===== config.mk =====
export PLATFORM = sky130hd
export DESIGN_NAME = argmax_classifier
export DESIGN_NICKNAME = d
export VERILOG_FILES = /design/src/rtl/argmax_classifier.sv
export SDC_FILE = /design/constraint.sdc
export NUM_CORES = 1
export LEC_CHECK = 0
export BUFFER_PORTS_ARGS = -buffer_cell sky130_fd_sc_hd__buf_4
export CELL_PAD_IN_SITES_DETAIL_PLACEMENT = 1
export CELL_PAD_IN_SITES_GLOBAL_PLACEMENT = 2
export CORE_MARGIN = 2
export CORE_UTILIZATION = 28
export DETAILED_ROUTE_END_ITERATION = 10
export PLACE_DENSITY = 0.66
export SYNTH_ARGS = -nofsm -noshare
export SYNTH_HDL_FRONTEND = slang
export SYNTH_SLANG_ARGS = --single-unit

===== constraint.sdc =====
create_clock -name clk -period 10.7 [get_ports clk]
set_input_delay 0.535 -clock clk [delete_from_list [all_inputs] [get_ports clk]]
set_output_delay 0.535 -clock clk [all_outputs]
set_load 0.05 [all_outputs]

===== src/rtl/argmax_classifier.sv =====
// Streaming argmax over a fixed-length run of signed class scores.
// Tracks best/runner-up while scanning and publishes index, score, margin and a low-confidence flag.
module argmax_classifier #(
    parameter int OUTPUT_SIZE   = 10,
    parameter int ACC_WIDTH     = 32,
    parameter int MARGIN_THRESH = 64
) (
    input  logic                                 clk,
    input  logic                                 rst,
    input  logic                                 start,
    input  logic signed [ACC_WIDTH-1:0]          score_in,
    input  logic                                 score_valid,
    output logic                                 score_ready,
    output logic [$clog2(OUTPUT_SIZE)-1:0]       class_idx,
    output logic signed [ACC_WIDTH-1:0]          max_score,
    output logic [ACC_WIDTH:0]                   margin,
    output logic                                 low_conf,
    output logic                                 busy,
    output logic                                 done
);

    localparam int IDX_W = $clog2(OUTPUT_SIZE);
    localparam logic signed [ACC_WIDTH-1:0] MOST_NEG = {1'b1, {(ACC_WIDTH-1){1'b0}}};
    localparam logic [IDX_W-1:0] LAST_IDX = IDX_W'(OUTPUT_SIZE - 1);
    localparam logic [ACC_WIDTH:0] THRESH = (ACC_WIDTH+1)'(MARGIN_THRESH);

    typedef enum logic [1:0] {IDLE, SCAN, REPORT} state_t;

    state_t                      state_q, state_d;
    logic [IDX_W-1:0]            count_q, count_d;
    logic [IDX_W-1:0]            best_idx_q, best_idx_d;
    logic signed [ACC_WIDTH-1:0] best_q, best_d;
    logic signed [ACC_WIDTH-1:0] second_q, second_d;
    logic                        score_ready_q, score_ready_d;
    logic                        busy_q, busy_d;
    logic                        done_q, done_d;
    logic [IDX_W-1:0]            class_idx_q, class_idx_d;
    logic signed [ACC_WIDTH-1:0] max_score_q, max_score_d;
    logic [ACC_WIDTH:0]          margin_q, margin_d;
    logic                        low_conf_q, low_conf_d;

    logic                        accept;
    logic [ACC_WIDTH:0]          diff;

    // best >= second always holds, so the sign-extended difference is never negative
    assign diff   = {best_q[ACC_WIDTH-1], best_q} - {second_q[ACC_WIDTH-1], second_q};
    assign accept = score_valid && score_ready_q;

    always_comb begin
        state_d     = state_q;
        count_d     = count_q;
        best_idx_d  = best_idx_q;
        best_d      = best_q;
        second_d    = second_q;
        class_idx_d = class_idx_q;
        max_score_d = max_score_q;
        margin_d    = margin_q;
        low_conf_d  = low_conf_q;
        done_d      = 1'b0;

        case (state_q)
            IDLE: begin
                if (start) begin
                    state_d    = SCAN;
                    count_d    = '0;
                    best_idx_d = '0;
                    best_d     = MOST_NEG;
                    second_d   = MOST_NEG;
                end
            end
            SCAN: begin
                // A restart wins over a score presented in the same cycle
                if (start) begin
                    count_d    = '0;
                    best_idx_d = '0;
                    best_d     = MOST_NEG;
                    second_d   = MOST_NEG;
                end else if (accept) begin
                    if (score_in > best_q) begin
                        second_d   = best_q;
                        best_d     = score_in;
                        best_idx_d = count_q;
                    end else if (score_in > second_q) begin
                        second_d = score_in;
                    end
                    count_d = count_q + 1'b1;
                    if (count_q == LAST_IDX) begin
                        state_d = REPORT;
                    end
                end
            end
            REPORT: begin
                class_idx_d = best_idx_q;
                max_score_d = best_q;
                margin_d    = diff;
                low_conf_d  = (diff < THRESH);
                done_d      = 1'b1;
                state_d     = IDLE;
            end
            default: state_d = IDLE;
        endcase

        score_ready_d = (state_d == SCAN);
        busy_d        = (state_d != IDLE);
    end

    always_ff @(posedge clk or posedge rst) begin
        if (rst) begin
            state_q       <= IDLE;
            count_q       <= '0;
            best_idx_q    <= '0;
            best_q        <= '0;
            second_q      <= '0;
            score_ready_q <= 1'b0;
            busy_q        <= 1'b0;
            done_q        <= 1'b0;
            class_idx_q   <= '0;
            max_score_q   <= '0;
            margin_q      <= '0;
            low_conf_q    <= 1'b0;
        end else begin
            state_q       <= state_d;
            count_q       <= count_d;
            best_idx_q    <= best_idx_d;
            best_q        <= best_d;
            second_q      <= second_d;
            score_ready_q <= score_ready_d;
            busy_q        <= busy_d;
            done_q        <= done_d;
            class_idx_q   <= class_idx_d;
            max_score_q   <= max_score_d;
            margin_q      <= margin_d;
            low_conf_q    <= low_conf_d;
        end
    end

    assign score_ready = score_ready_q;
    assign busy        = busy_q;
    assign done        = done_q;
    assign class_idx   = class_idx_q;
    assign max_score   = max_score_q;
    assign margin      = margin_q;
    assign low_conf    = low_conf_q;

endmodule

==> impl_results.md <==
* Status: finished, final reports clean
* Vias in the first global route at around 8,300
* Combinational cell fraction of total power at 0.600
* Initial Util at 0.285
* Main flop type after synthesis: dfrtp_1
* Static leakage at roughly 5.2 nW
* Routed via count at a little over 8,000
* H-tree levels at 4
* EDFF count, synth at 0
* Clk Tree Root Cell: clkbuf_16
* Most frequent cells after synthesis: 234 x nand2_1, 147 x dfrtp_1, 129 x o21ai_0
* Cell Int Power at between 1.5 and 2 mW
* Final setup fails at 0
* Slowest library cell on the worst path: nor4_1
* Post-cts sizing count at 0
* Gate count of the mapped netlist at around 1,100
* Synth area leaders: dfrtp_1 38%, ha_1 13%, nand2_1 9.2%, o21ai_0 6.7%, mux2i_1 3.6%
* Ant. Diodes at 0
* Synth Area in Simple Gates at 0.163
* Sw frac at 0.479
* Yosys reg bits at approximately 150
* CP top delay family: simple AND/OR/NAND/NOR gates
* Critical Path AT at between 4 and 5 ns
* Yosys cell types at a little under 60
* Worst-Margin Slew at 0.964 ns
* Synth Area in XOR/XNOR at 0.0228
* Syn_nets at about 1,200
* Routed Antenna Nets at 0
* Die X at around 190 um
* Worst min path class: in -> async
* Max_cap viols at 0
* Initial antenna violation count at 0
* Yosys top cell by area: dfrtp_1
* Worst-path clk slew at about 0.06 ns
* Final wirelength at 30,000 um
* FFs w/ async S/R, synth at 1.00
* Placed Instances at roughly 1,600
* Post-route DRC at 0
* Synth Area in Adders at 0.130
* Critical-path cell list: inv_1, ha_1, nand4_1, nor4_1, nand3_1, o211a_1, o32ai_4, a21boi_4, buf_4, mux2_2
* Rel. slew slack at 0.358
* Peak supply drop at around 140 uV
* Latest clock arrival within the worst-skew pair at about 0.45 ns
* Row cnt at between 60 and 70
* First-pass GRT wire length at 48,300 um
* Critical path startpoint category: flop
* Number of buffers added on ports at between 100 and 150
* Final nets at 1,317
* Drt first-iter violations at between 300 and 400
* Final non-filler cell total at around 1,600
* Share of cells above drive strength 1 at 0.137
* Post-route cell area at 11,400 um2
* Most frequent cell after synthesis: nand2_1
* Cts hold-fix bufs at 0
* Crit Path Max Fanout at 24
* Final worst slack at ~7.0 ns
* Final setup TNS at 0 ns
* Clock power share at 0.185
* Setup repair bufs after CTS at 0
* Placer Congestion at 0.807
* Fmax at roughly 270 MHz
* Mux cell area share after synthesis at 0.0754
* Tcrit/Tclk final at 0.348
* CTS tree: done
* CTS Sinks at around 150
* Sw Pwr at between 1.5 and 2 mW
* Die area at 35,700 um2
* CP required at around 11 ns
* Fillcell total at 3,989
* Vias per std cell at a little under 5
* Finished Core Util at 0.339
* Hold Vio Cnt, Final at 0
* CTS Buf Count at 17
* Syn Area/Cell at about 8.7 um2
* Largest family of logic cells by synthesized area: compound AO/OA/AOI/OAI gates
* Top-area cell type share of the netlist area at 0.384
* GRT Overall Usage at 0.173
* Final hold slack at between 0.2 and 0.3 ns
* Area Growth Syn to Fin at 18.9%
* CP peak stage delay at 0.53 ns
* Die height at ~190 um
* Number of I/O pins at roughly 110
* RSZ-0062 raised after global routing: no
* WL per Instance at about 18 um
* Pins Over Slew Limit at 0
* First-pass DRT Iterations at 4
* Post-DP HPWL at about 23,000 um
* Total power at roughly 3.4 mW
* Crit path buffers/inverters at 2
* DP Area at 10,800 um2
* Crit path time final at 3.73 ns
* Reg power frac at 0.215
* Largest net degree at the start of global routing at approximately 90
* Register area share after synthesis at 0.384
* Area fraction in compound gates after synthesis at 0.174
* Crit Path Category: reg -> reg
* Skew final at approximately 0.015 ns
* Post-Syn Area at around 9600 um2
* Pwr Density at just under 300 nW/um2
* Dpl ws at just under 7 ns
* Deepest clock path buffer count at 2
* Yosys warning total at 0
* GR Overflow Total at 0
* Core Region at about 34,000 um2
* Type of destination of the critical path: flop
## layout make-up
type,instances,area (um2),share of cell area
Clock buffer,20,467,0.0409
Clock inverter,11,129,0.0113
Inverter,74,283,0.0248
Multi-Input combinational cell,828,5430,0.476
Sequential cell,147,3680,0.323
Tap cell,448,561,0.0492
Timing Repair Buffer,114,856,0.0751
## power by group through the flow
stage	clock network (mW)	logic, mW	registers, mW
floorplan	0	1.47	0.711
global placement	0	2.02	0.735
detailed placement	0	2.04	0.738
CTS	0.644	2.05	0.728
global route	0.663	2.29	0.742
finish	0.624	2.03	0.727
## logic make-up after synthesis
| group | after synthesis |
|---|---|
| xor+xnor | 25 |
| fa+ha+maj | 99 |
| compound gates | 278 |
| simple gates | 358 |
| flops | 147 |
| buf+inv | 124 |
| mux | 68 |
## path summary, 6_finish.rpt
| check | to | slack, ns | cells past startpoint | startpoint |
|---|---|---|---|---|
| worst max-delay path | second_q[0] | 6.97 | 10 | best_q[27] |
| worst min-delay path | margin[10] | 0.28 | 2 | rst |
| worst max register to register | second_q[0] | 6.97 | 10 | best_q[27] |
| worst min register to register | margin[24] | 0.47 | 2 | margin[24] |
| max in group asynchronous | count_q[0] | 9.06 | 3 | rst |
| min in group clk | busy | 0.38 | 3 | start |
## sequential cells by signal, indices dropped and copies added, names as in the netlist
register and flops:
best_idx_q 4, best_q 32, busy 1, class_idx 4, count_q 4, done 1
low_conf 1, margin 33, max_score 32, score_ready 1, second_q 32, state_q 2
## cell usage in the layout (no fill, tap or decap), drive strengths merged, types with 5 or more instances in the layout
cell	count
nand2	234
o31ai	9
nand2b	10
nand4	24
a21o	21
inv	74
nor2b	7
xnor2	13
o211ai	10
clkbuf	20
mux2	34
nor2	36
nand3	9
a21oi	60
nor3	9
o21ai	134
xor2	12
o21a	7
buf	114
and3	8
mux2i	34
ha	98
dfrtp	147
clkinvlp	5
## routing by layer
layer	global-route usage	part of all wire	wire, um	vias up
met5	0	0	0	-
met4	0.0427	0.012	352	0
met3	0.0280	0.029	872	17
met2	0.272	0.45	13600	101
met1	0.248	0.51	15200	3943
li1	-	-	-	3988
Note: power is estimated with default switching activity, not from simulation.
